File: config.mk
export PLATFORM = sky130hd
export DESIGN_NAME = load_store_unit
export DESIGN_NICKNAME = d
export VERILOG_FILES = /design/src/rtl/load_store_unit.sv
export SDC_FILE = /design/constraint.sdc
export NUM_CORES = 1
export LEC_CHECK = 0
export ABC_CLOCK_PERIOD_IN_PS = 1700
export CORE_MARGIN = 2
export CORE_UTILIZATION = 30
export DETAILED_ROUTE_END_ITERATION = 16
export DONT_BUFFER_PORTS = 1
export PLACE_DENSITY = 0.42
export SLEW_MARGIN = 20
export SYNTH_ARGS = -nofsm -noshare
export SYNTH_HDL_FRONTEND = slang
export SYNTH_SLANG_ARGS = --single-unit
File: constraint.sdc
create_clock -name clk -period 1.7 [get_ports clk]
set_input_delay 0.255 -clock clk [delete_from_list [all_inputs] [get_ports clk]]
set_output_delay 0.255 -clock clk [all_outputs]
set_load 0.02 [all_outputs]
File: src/rtl/load_store_unit.sv
// Load/store unit: sequences one core load or store through a ready/valid data-memory port,
// handling lane alignment, byte enables, sign/zero extension and a bounded wait for mem_ready.
module load_store_unit #(
  parameter int unsigned N       = 32,
  parameter int unsigned TIMEOUT = 16
) (
  input  logic         clk,
  input  logic         rst,
  input  logic         req_valid,
  input  logic         req_write,
  input  logic [2:0]   funct3,
  input  logic [N-1:0] addr,
  input  logic [N-1:0] wdata,
  output logic         stall,
  output logic [N-1:0] rdata_out,
  output logic         done,
  output logic         err,
  output logic         mem_req,
  output logic         mem_we,
  output logic [N-1:0] mem_addr,
  output logic [N-1:0] mem_wdata,
  output logic [3:0]   mem_be,
  input  logic         mem_ready,
  input  logic [N-1:0] mem_rdata
);

  localparam int unsigned CNT_W = 8;
  localparam int unsigned BE_W  = 4;
  localparam logic [CNT_W-1:0] CNT_LAST = CNT_W'(TIMEOUT - 1);

  typedef enum logic [1:0] {S_IDLE, S_BUSY, S_DONE} state_e;

  state_e           state_q, state_d;
  logic [CNT_W-1:0] cnt_q, cnt_d;
  logic             we_q, we_d;
  logic [2:0]       f3_q, f3_d;
  logic [1:0]       off_q, off_d;
  logic [N-1:0]     rdata_q, rdata_d;
  logic             done_q, done_d;
  logic             err_q, err_d;
  logic             mem_req_q, mem_req_d;
  logic             mem_we_q, mem_we_d;
  logic [N-1:0]     mem_addr_q, mem_addr_d;
  logic [N-1:0]     mem_wdata_q, mem_wdata_d;
  logic [BE_W-1:0]  mem_be_q, mem_be_d;

  logic             illegal_c;
  logic             misaligned_c;
  logic [BE_W-1:0]  be_c;
  logic [N-1:0]     wdata_rep_c;
  logic [7:0]       byte_c;
  logic [15:0]      half_c;
  logic [N-1:0]     load_c;

  // Request decode: legality, alignment, lane enables and replicated store data.
  always_comb begin
    illegal_c    = (funct3 == 3'b011) || (funct3[2:1] == 2'b11) || (funct3[2] && req_write);
    misaligned_c = 1'b0;
    be_c         = 4'b1111;
    wdata_rep_c  = wdata;
    case (funct3[1:0])
      2'b00: begin
        be_c        = 4'b0001 << addr[1:0];
        wdata_rep_c = {4{wdata[7:0]}};
      end
      2'b01: begin
        misaligned_c = addr[0];
        be_c         = 4'b0011 << addr[1:0];
        wdata_rep_c  = {2{wdata[15:0]}};
      end
      default: misaligned_c = (addr[1:0] != 2'b00);
    endcase
  end

  // Load extraction from the returned word using the latched offset and access type.
  always_comb begin
    byte_c = mem_rdata[{off_q, 3'b000} +: 8];
    half_c = mem_rdata[{off_q[1], 4'b0000} +: 16];
    case (f3_q[1:0])
      2'b00:   load_c = {{(N-8){byte_c[7] & ~f3_q[2]}}, byte_c};
      2'b01:   load_c = {{(N-16){half_c[15] & ~f3_q[2]}}, half_c};
      default: load_c = mem_rdata;
    endcase
  end

  // Reset counts as IDLE so the core is held while reset is asserted with a request pending.
  assign stall = req_valid & (rst | (state_q != S_DONE));

  always_comb begin
    state_d     = state_q;
    cnt_d       = cnt_q;
    we_d        = we_q;
    f3_d        = f3_q;
    off_d       = off_q;
    rdata_d     = rdata_q;
    mem_addr_d  = mem_addr_q;
    mem_wdata_d = mem_wdata_q;
    mem_be_d    = mem_be_q;
    done_d      = 1'b0;
    err_d       = 1'b0;
    mem_req_d   = 1'b0;
    mem_we_d    = 1'b0;
    case (state_q)
      S_IDLE: begin
        if (req_valid) begin
          if (illegal_c || misaligned_c) begin
            state_d = S_DONE;
            done_d  = 1'b1;
            err_d   = 1'b1;
          end else begin
            state_d     = S_BUSY;
            cnt_d       = '0;
            we_d        = req_write;
            f3_d        = funct3;
            off_d       = addr[1:0];
            mem_addr_d  = {addr[N-1:2], 2'b00};
            mem_wdata_d = wdata_rep_c;
            mem_be_d    = be_c;
            mem_req_d   = 1'b1;
            mem_we_d    = req_write;
          end
        end
      end
      S_BUSY: begin
        mem_req_d = 1'b1;
        mem_we_d  = we_q;
        if (mem_ready) begin
          state_d   = S_DONE;
          done_d    = 1'b1;
          mem_req_d = 1'b0;
          mem_we_d  = 1'b0;
          if (!we_q) rdata_d = load_c;
        end else if (cnt_q == CNT_LAST) begin
          state_d   = S_DONE;
          done_d    = 1'b1;
          err_d     = 1'b1;
          mem_req_d = 1'b0;
          mem_we_d  = 1'b0;
          if (!we_q) rdata_d = '0;
        end else begin
          cnt_d = cnt_q + CNT_W'(1);
        end
      end
      S_DONE:  state_d = S_IDLE;
      default: state_d = S_IDLE;
    endcase
  end

  always_ff @(posedge clk) begin
    if (rst) begin
      state_q     <= S_IDLE;
      cnt_q       <= '0;
      we_q        <= 1'b0;
      f3_q        <= '0;
      off_q       <= '0;
      rdata_q     <= '0;
      done_q      <= 1'b0;
      err_q       <= 1'b0;
      mem_req_q   <= 1'b0;
      mem_we_q    <= 1'b0;
      mem_addr_q  <= '0;
      mem_wdata_q <= '0;
      mem_be_q    <= '0;
    end else begin
      state_q     <= state_d;
      cnt_q       <= cnt_d;
      we_q        <= we_d;
      f3_q        <= f3_d;
      off_q       <= off_d;
      rdata_q     <= rdata_d;
      done_q      <= done_d;
      err_q       <= err_d;
      mem_req_q   <= mem_req_d;
      mem_we_q    <= mem_we_d;
      mem_addr_q  <= mem_addr_d;
      mem_wdata_q <= mem_wdata_d;
      mem_be_q    <= mem_be_d;
    end
  end

  assign rdata_out = rdata_q;
  assign done      = done_q;
  assign err       = err_q;
  assign mem_req   = mem_req_q;
  assign mem_we    = mem_we_q;
  assign mem_addr  = mem_addr_q;
  assign mem_wdata = mem_wdata_q;
  assign mem_be    = mem_be_q;

endmodule

======== Word level (Yosys, flattened, before mapping) ========
Index checks and enable logic that the tools add are counted.
storage, ports and cells
  bits in registers ....................... 118
  bits of input ports ..................... 104
  output and inout port bits .............. 105
cells by class
  add/subtract/negate cells ............... 1
  eq/ne operators ......................... 12
  shift operators ......................... 4
  multiplexer cells ....................... 35
  bitwise operators ....................... 7
  reductions and logical operators ........ 14
operators with widths
  operator             number
  $mux 32              4
  $pmux 32 s2          2
  $mux 8               4
  $shiftx 32x6->16     1
  $shiftx 32x6->8      1
  $pmux 8 s2           1
  $mux 1               13
  $ne 2x2->1 const B   5
  $pmux 1 s2           5
  $add 8x1->8 const B  1
  $eq 8x4->1 const B   1
  $mux 2               4
  $pmux 4 s2           1
  $eq 2x1->1 const B   3
  $logic_not 2->1      3
  $reduce_and 3->1     2
  $reduce_bool 2->1    3
  $reduce_and 5->1     1
  $pmux 2 s2           1
  $shl 1x2->4 const A  1
  $shl 2x2->4 const A  1
  $and 1x1->1          3
  $eq 3x2->1 const B   1
  $logic_or 1x1->1     3
  other kinds (6)      8

======== Logic depth before layout (Yosys ltp) ========
  word-level depth ........................ 7
  gate-level depth with buffers ........... 8
  depth with buffers taken out ............ 6

======== Worst setup path before layout ========
No wires, ideal clock.
  path kind ............................... reg-to-reg
  start ................................... reg state_q[1]
  end ..................................... reg cnt_q[0]
  arrival ................................. 1,692 ps
  data required time ...................... 1,630 ps
  slack ................................... -62 ps
  stages on the path, launching flop included .. 7
  clock period less this slack ............ 1,762 ps
  path through ............................ dfxtp_1 buf_6 or3b_1 o21ba_4 o2bb2ai_4 or4b_1 a21oi_1
between the ends
  word-level cells in the longest chain between the ends .. 3
ends and longest elaborated chain
  item                                                              line  source
  from (decl)                                                       33    state_e state_q, state_d;
  from (signal assigned)                                            165   state_q <= state_d;
  $eq 2x1->1 / $logic_not 2->1 (equally long branches)              103   case (state_q)
  $ne 2x2->1 (no line) / $reduce_bool 2->1 (equally long branches)  --
  $reduce_and 5->1 (no line)                                        --
  to (signal assigned)                                              166   cnt_q <= cnt_d;
  to (decl)                                                         34    logic [CNT_W-1:0] cnt_q, cnt_d;
Parallel ways exist; a longest one is shown, timed or not.
A chain may end at the register's enable or synchronous reset.

======== Final worst setup path ========
  start ................................... reg cnt_q[5]
  end ..................................... reg cnt_q[1]
between the ends
  word-level cells in the longest chain between the ends .. 3
ends and longest elaborated chain
  item                        line  source
  $eq 8x4->1                  133   end else if (cnt_q == CNT_LAST) begin
  $ne 2x2->1 (no line)        --
  $reduce_and 5->1 (no line)  --
No other way between the ends.

==> impl_metrics.py <==
metrics = {
    "clock_tree": {
        "cts-buffers-inserted": 17,
        "clockBufferDepth": 2,
        "clock_latency_ns": 0.41,
        "clockRootBuffer": "clkbuf_16",
        "clk_pin_slew_ns": 0.05,
        "cts_max_level": 4,
        "tritoncts": "yes",
        "cts_sinks": 118,
    },
    "layout": {
        "drive_above_1_share_pct": 17.2,
        "antenna_cells": 0,
        "nFillCells": 1705,
        "final_area_mm2": 0.00631,
        "multiInputGateArea_mm2": 0.00254,
        "ff_latch_area_mm2": 0.00236,
        "area.growth.synth_to_final_pct": 23.6,
        "fin_nets": 712,
        "fin_cells": 838,
    },
    "timing": {
        "hold_viol": 76,
        "period_share_pct": 105,
        "max_freq_mhz": 560,
        "clock_skew_ns": 0.00747,
        "final.setup.worst_slack_ns": -0.0850,
        "slew_viol_final": 0,
        "rsz0062_at_grt": "yes",
        "fin_crit_ns": 1.79,
        "tns_ns": -1.70,
        "finalSetupViolCount": 33,
        "whs_ns": -0.0861,
    },
    "grt": {
        "met1_usage_pct": 21.2,
        "grt_usage_pct": 16.9,
        "grt_max_degree": 88,
        "grt_use_met2_pct": 26.2,
        "grt_overflow_total": 0,
        "grt_busiest_layer": "met2",
        "grt_pass1_vias": 4214,
        "antenna_found_initial": 0,
        "grt_first_pass_wirelength_mm": 23.8,
        "met3_usage_pct": 7.43,
    },
    "run": {
        "max_cap_viol_count": 0,
    },
    "logic_synthesis": {
        "synth_top_family_by_area": "compound AO/OA/AOI/OAI gates",
        "yosysTopAreaCell": "dfxtp_1",
        "synthMuxAreaShare_pct": 7.16,
        "syn_avg_cell_area_um2": 8.67,
        "synth.distinct_cells": 51,
        "synth_edf_count": 0,
        "synth-compound-area-share_pct": 22.8,
        "ys_seq_area_share_pct": 46.3,
        "ys_warn_count": 0,
        "ys_ff_latch": 118,
        "synthAdderAreaFrac_pct": 0.245,
        "ys_top_cells_by_area": "dfxtp_1 (46%), nand2_1 (8.7%), a21oi_1 (7.3%)",
        "synth_area_mm2": 0.00511,
        "ys.flop_type": "dfxtp_1",
        "synthCells": 589,
        "synth_top_area_share_pct": 46.3,
        "synthArstFlopShare_pct": 0,
        "synth-xor-area-share_pct": 0,
        "synth-simple-area-share_pct": 18.6,
    },
    "route": {
        "routed_wl_mm": 15.5,
        "avgViaCountPerCell": 5.15,
        "first_iter_violations": 234,
        "dr.pass1.iters": 4,
        "drcViolationCount": 0,
        "final_antenna_net_count": 0,
        "vias": 4319,
        "wl_per_cell_um": 18.5,
    },
    "min_path": {
        "min_path_type": "primary input to register",
    },
    "floorplanning": {
        "ios": 209,
        "die_area_mm2": 0.0181,
        "rows": 47,
        "start_util_pct": 30.8,
        "die_h_um": 134,
        "die_w_um": 134,
        "core_mm2": 0.0166,
    },
    "placed_design": {
        "dp.cells": 804,
        "placed_cell_area_mm2": 0.00558,
        "io_buffers": 0,
        "gp_congestion": 0.857,
        "place_hpwl_mm": 11.1,
    },
    "setup_path": {
        "cp_data_required_time_ns": 2.05,
        "startpoint_type": "register",
        "crit_type": "register to register",
        "slowest_stage": "or4_4",
        "slowest_delay_ns": 0.54,
        "crit_chain": "or4_4 -> buf_4 -> o21ba_4 -> o2bb2ai_4 -> buf_4 -> buf_6 -> nand2_1 -> a21oi_2",
        "crit_path_end_kind": "register",
        "critPathMaxFanout": 3,
        "cp.arrival_ns": 2.13,
        "crit_path_frequent_cell": "buf_4",
    },
    "run_status": {
        "status": "complete, but fails checks",
        "violations": "negative hold slack, negative setup slack",
    },
    "power": {
        "ir_drop_mv": 0.698,
        "p_leak_uw": 0.00226,
        "p_per_area_mw_per_mm2": 1210,
    },
}
==> critical path, delay by kind of cell, from the launching register on <==
family | cells | cell delay [ns]
simple gates | 2 | 0.60
compound gates | 3 | 0.45
buf+inv | 3 | 0.39
flops | 1 | 0.30
==> layer usage <==
layer,wire length [um],up-vias
li1,-,2113
met1,6550,2021
met2,7310,174
met3,1450,11
met4,196,0
met5,0,-
==> repair_timing <==
item | CTS | global route
pin swaps | 1 | 0
hold endpoints to repair | 82 | 82
gates cloned | 0 | 1
resized for setup | 1 | 8
endpoints found under the setup margin | 34 | 87
buffers inserted | 0 | 3
==> state kept, by name (all words and copies together), names as in the netlist, 2 cells and up <==
| name | count |
|---|---|
| state_q | 2 |
| rdata_out | 32 |
| mem_be | 4 |
| mem_addr | 30 |
| mem_wdata | 32 |
| off_q | 2 |
| f3_q | 3 |
| cnt_q | 8 |
==> cells in the mapped netlist (2+ instances only) <==
library cell  count
a211oi_1         11
a21oi_1          74
a22o_1           23
a22oi_1           2
a311oi_1         10
and2_1            2
and3_1            2
buf_1             4
buf_2            15
buf_4             5
clkbuf_1         24
dfxtp_1         118
inv_1             4
mux2_2            2
mux2i_1          23
mux4_2            5
nand2_1         119
nand2b_1         19
nand3_1           6
nand3b_1          2
nor2_1           31
nor2b_1           2
nor3_1            7
o211ai_1         11
o21a_1            2
o21ai_0          22
o22ai_1           2
o2bb2ai_1         7
or2_2             8
or3_1             4
or4_1             3
==> report_power, final <==
group / switching, uW / internal (uW)
Sequential: 226 / 2890
Combinational: 338 / 317
Clock: 1250 / 2630
==> cell usage in the layout, fill, tap and decap left out, types with 3 or more instances in the layout <==
cell | netlist | layout
o21ai_0 | 22 | 21
buf_4 | 5 | 37
a22o_1 | 23 | 23
bufinv_16 | 0 | 4
or2_2 | 8 | 8
nor2_1 | 31 | 30
clkbuf_8 | 0 | 5
or3_1 | 4 | 4
a211oi_1 | 11 | 11
nand3_1 | 6 | 5
clkinvlp_4 | 0 | 3
a21oi_1 | 74 | 73
dfxtp_1 | 118 | 118
clkbuf_16 | 0 | 18
nor3_1 | 7 | 7
nand2b_1 | 19 | 19
mux2i_1 | 23 | 23
o211ai_1 | 11 | 11
a311oi_1 | 10 | 10
inv_1 | 4 | 3
nand2_1 | 119 | 119
mux4_2 | 5 | 5
buf_12 | 0 | 7
o2bb2ai_1 | 7 | 7
==> worst paths after layout <==
| kind | start | to | slack, ns | cells past startpoint |
|---|---|---|---|---|
| min | rst | rdata_out[15]$_SDFFE_PP0P_ | -0.09 | 1 |
| min reg2reg | we_q$_SDFFE_PP0P_ | we_q$_SDFFE_PP0P_ | 0.48 | 2 |
| max | cnt_q[5]$_SDFFE_PP0P_ | cnt_q[1]$_SDFFE_PP0P_ | -0.09 | 8 |
| max reg2reg | cnt_q[5]$_SDFFE_PP0P_ | cnt_q[1]$_SDFFE_PP0P_ | -0.09 | 8 |
==> stage by stage <==
step | power (uW) | hold slack [ns] | utilization, % | worst slack (ns)
6_report | 7650 | -0.0861 | 38.0 | -0.0850
5_1_grt | 7970 | -0.117 | 38.0 | -0.168
4_1_cts | 7720 | -0.108 | 37.5 | -0.0796
3_5_place_dp | 3810 | 0.337 | 33.6 | -0.0973
3_3_place_gp | 3800 | 0.334 | 33.6 | -0.0675
2_1_floorplan | 3630 | 0.391 | - | -0.0619
==> cells by family (layout without fill, tap and decap cells) <==
family,after synthesis,count (layout)
and+or+nand+nor,210,210
AOI/OAI and AO/OA,175,175
DFF,118,118
buffers and inverters,54,82
muxes,30,30
adders and majority gates,1,1
other,1,2
==> area by class of cell <==
| type | count | share of cell area, % |
|---|---|---|
| clock buffer | 22 | 7.83 |
| clock inverter | 8 | 2.30 |
| inverter | 5 | 0.357 |
| multi-input combinational | 418 | 40.3 |
| sequential | 118 | 37.4 |
| tap | 220 | 4.36 |
| timing repair buffer | 47 | 7.38 |
(Power assumes the default switching activity.)
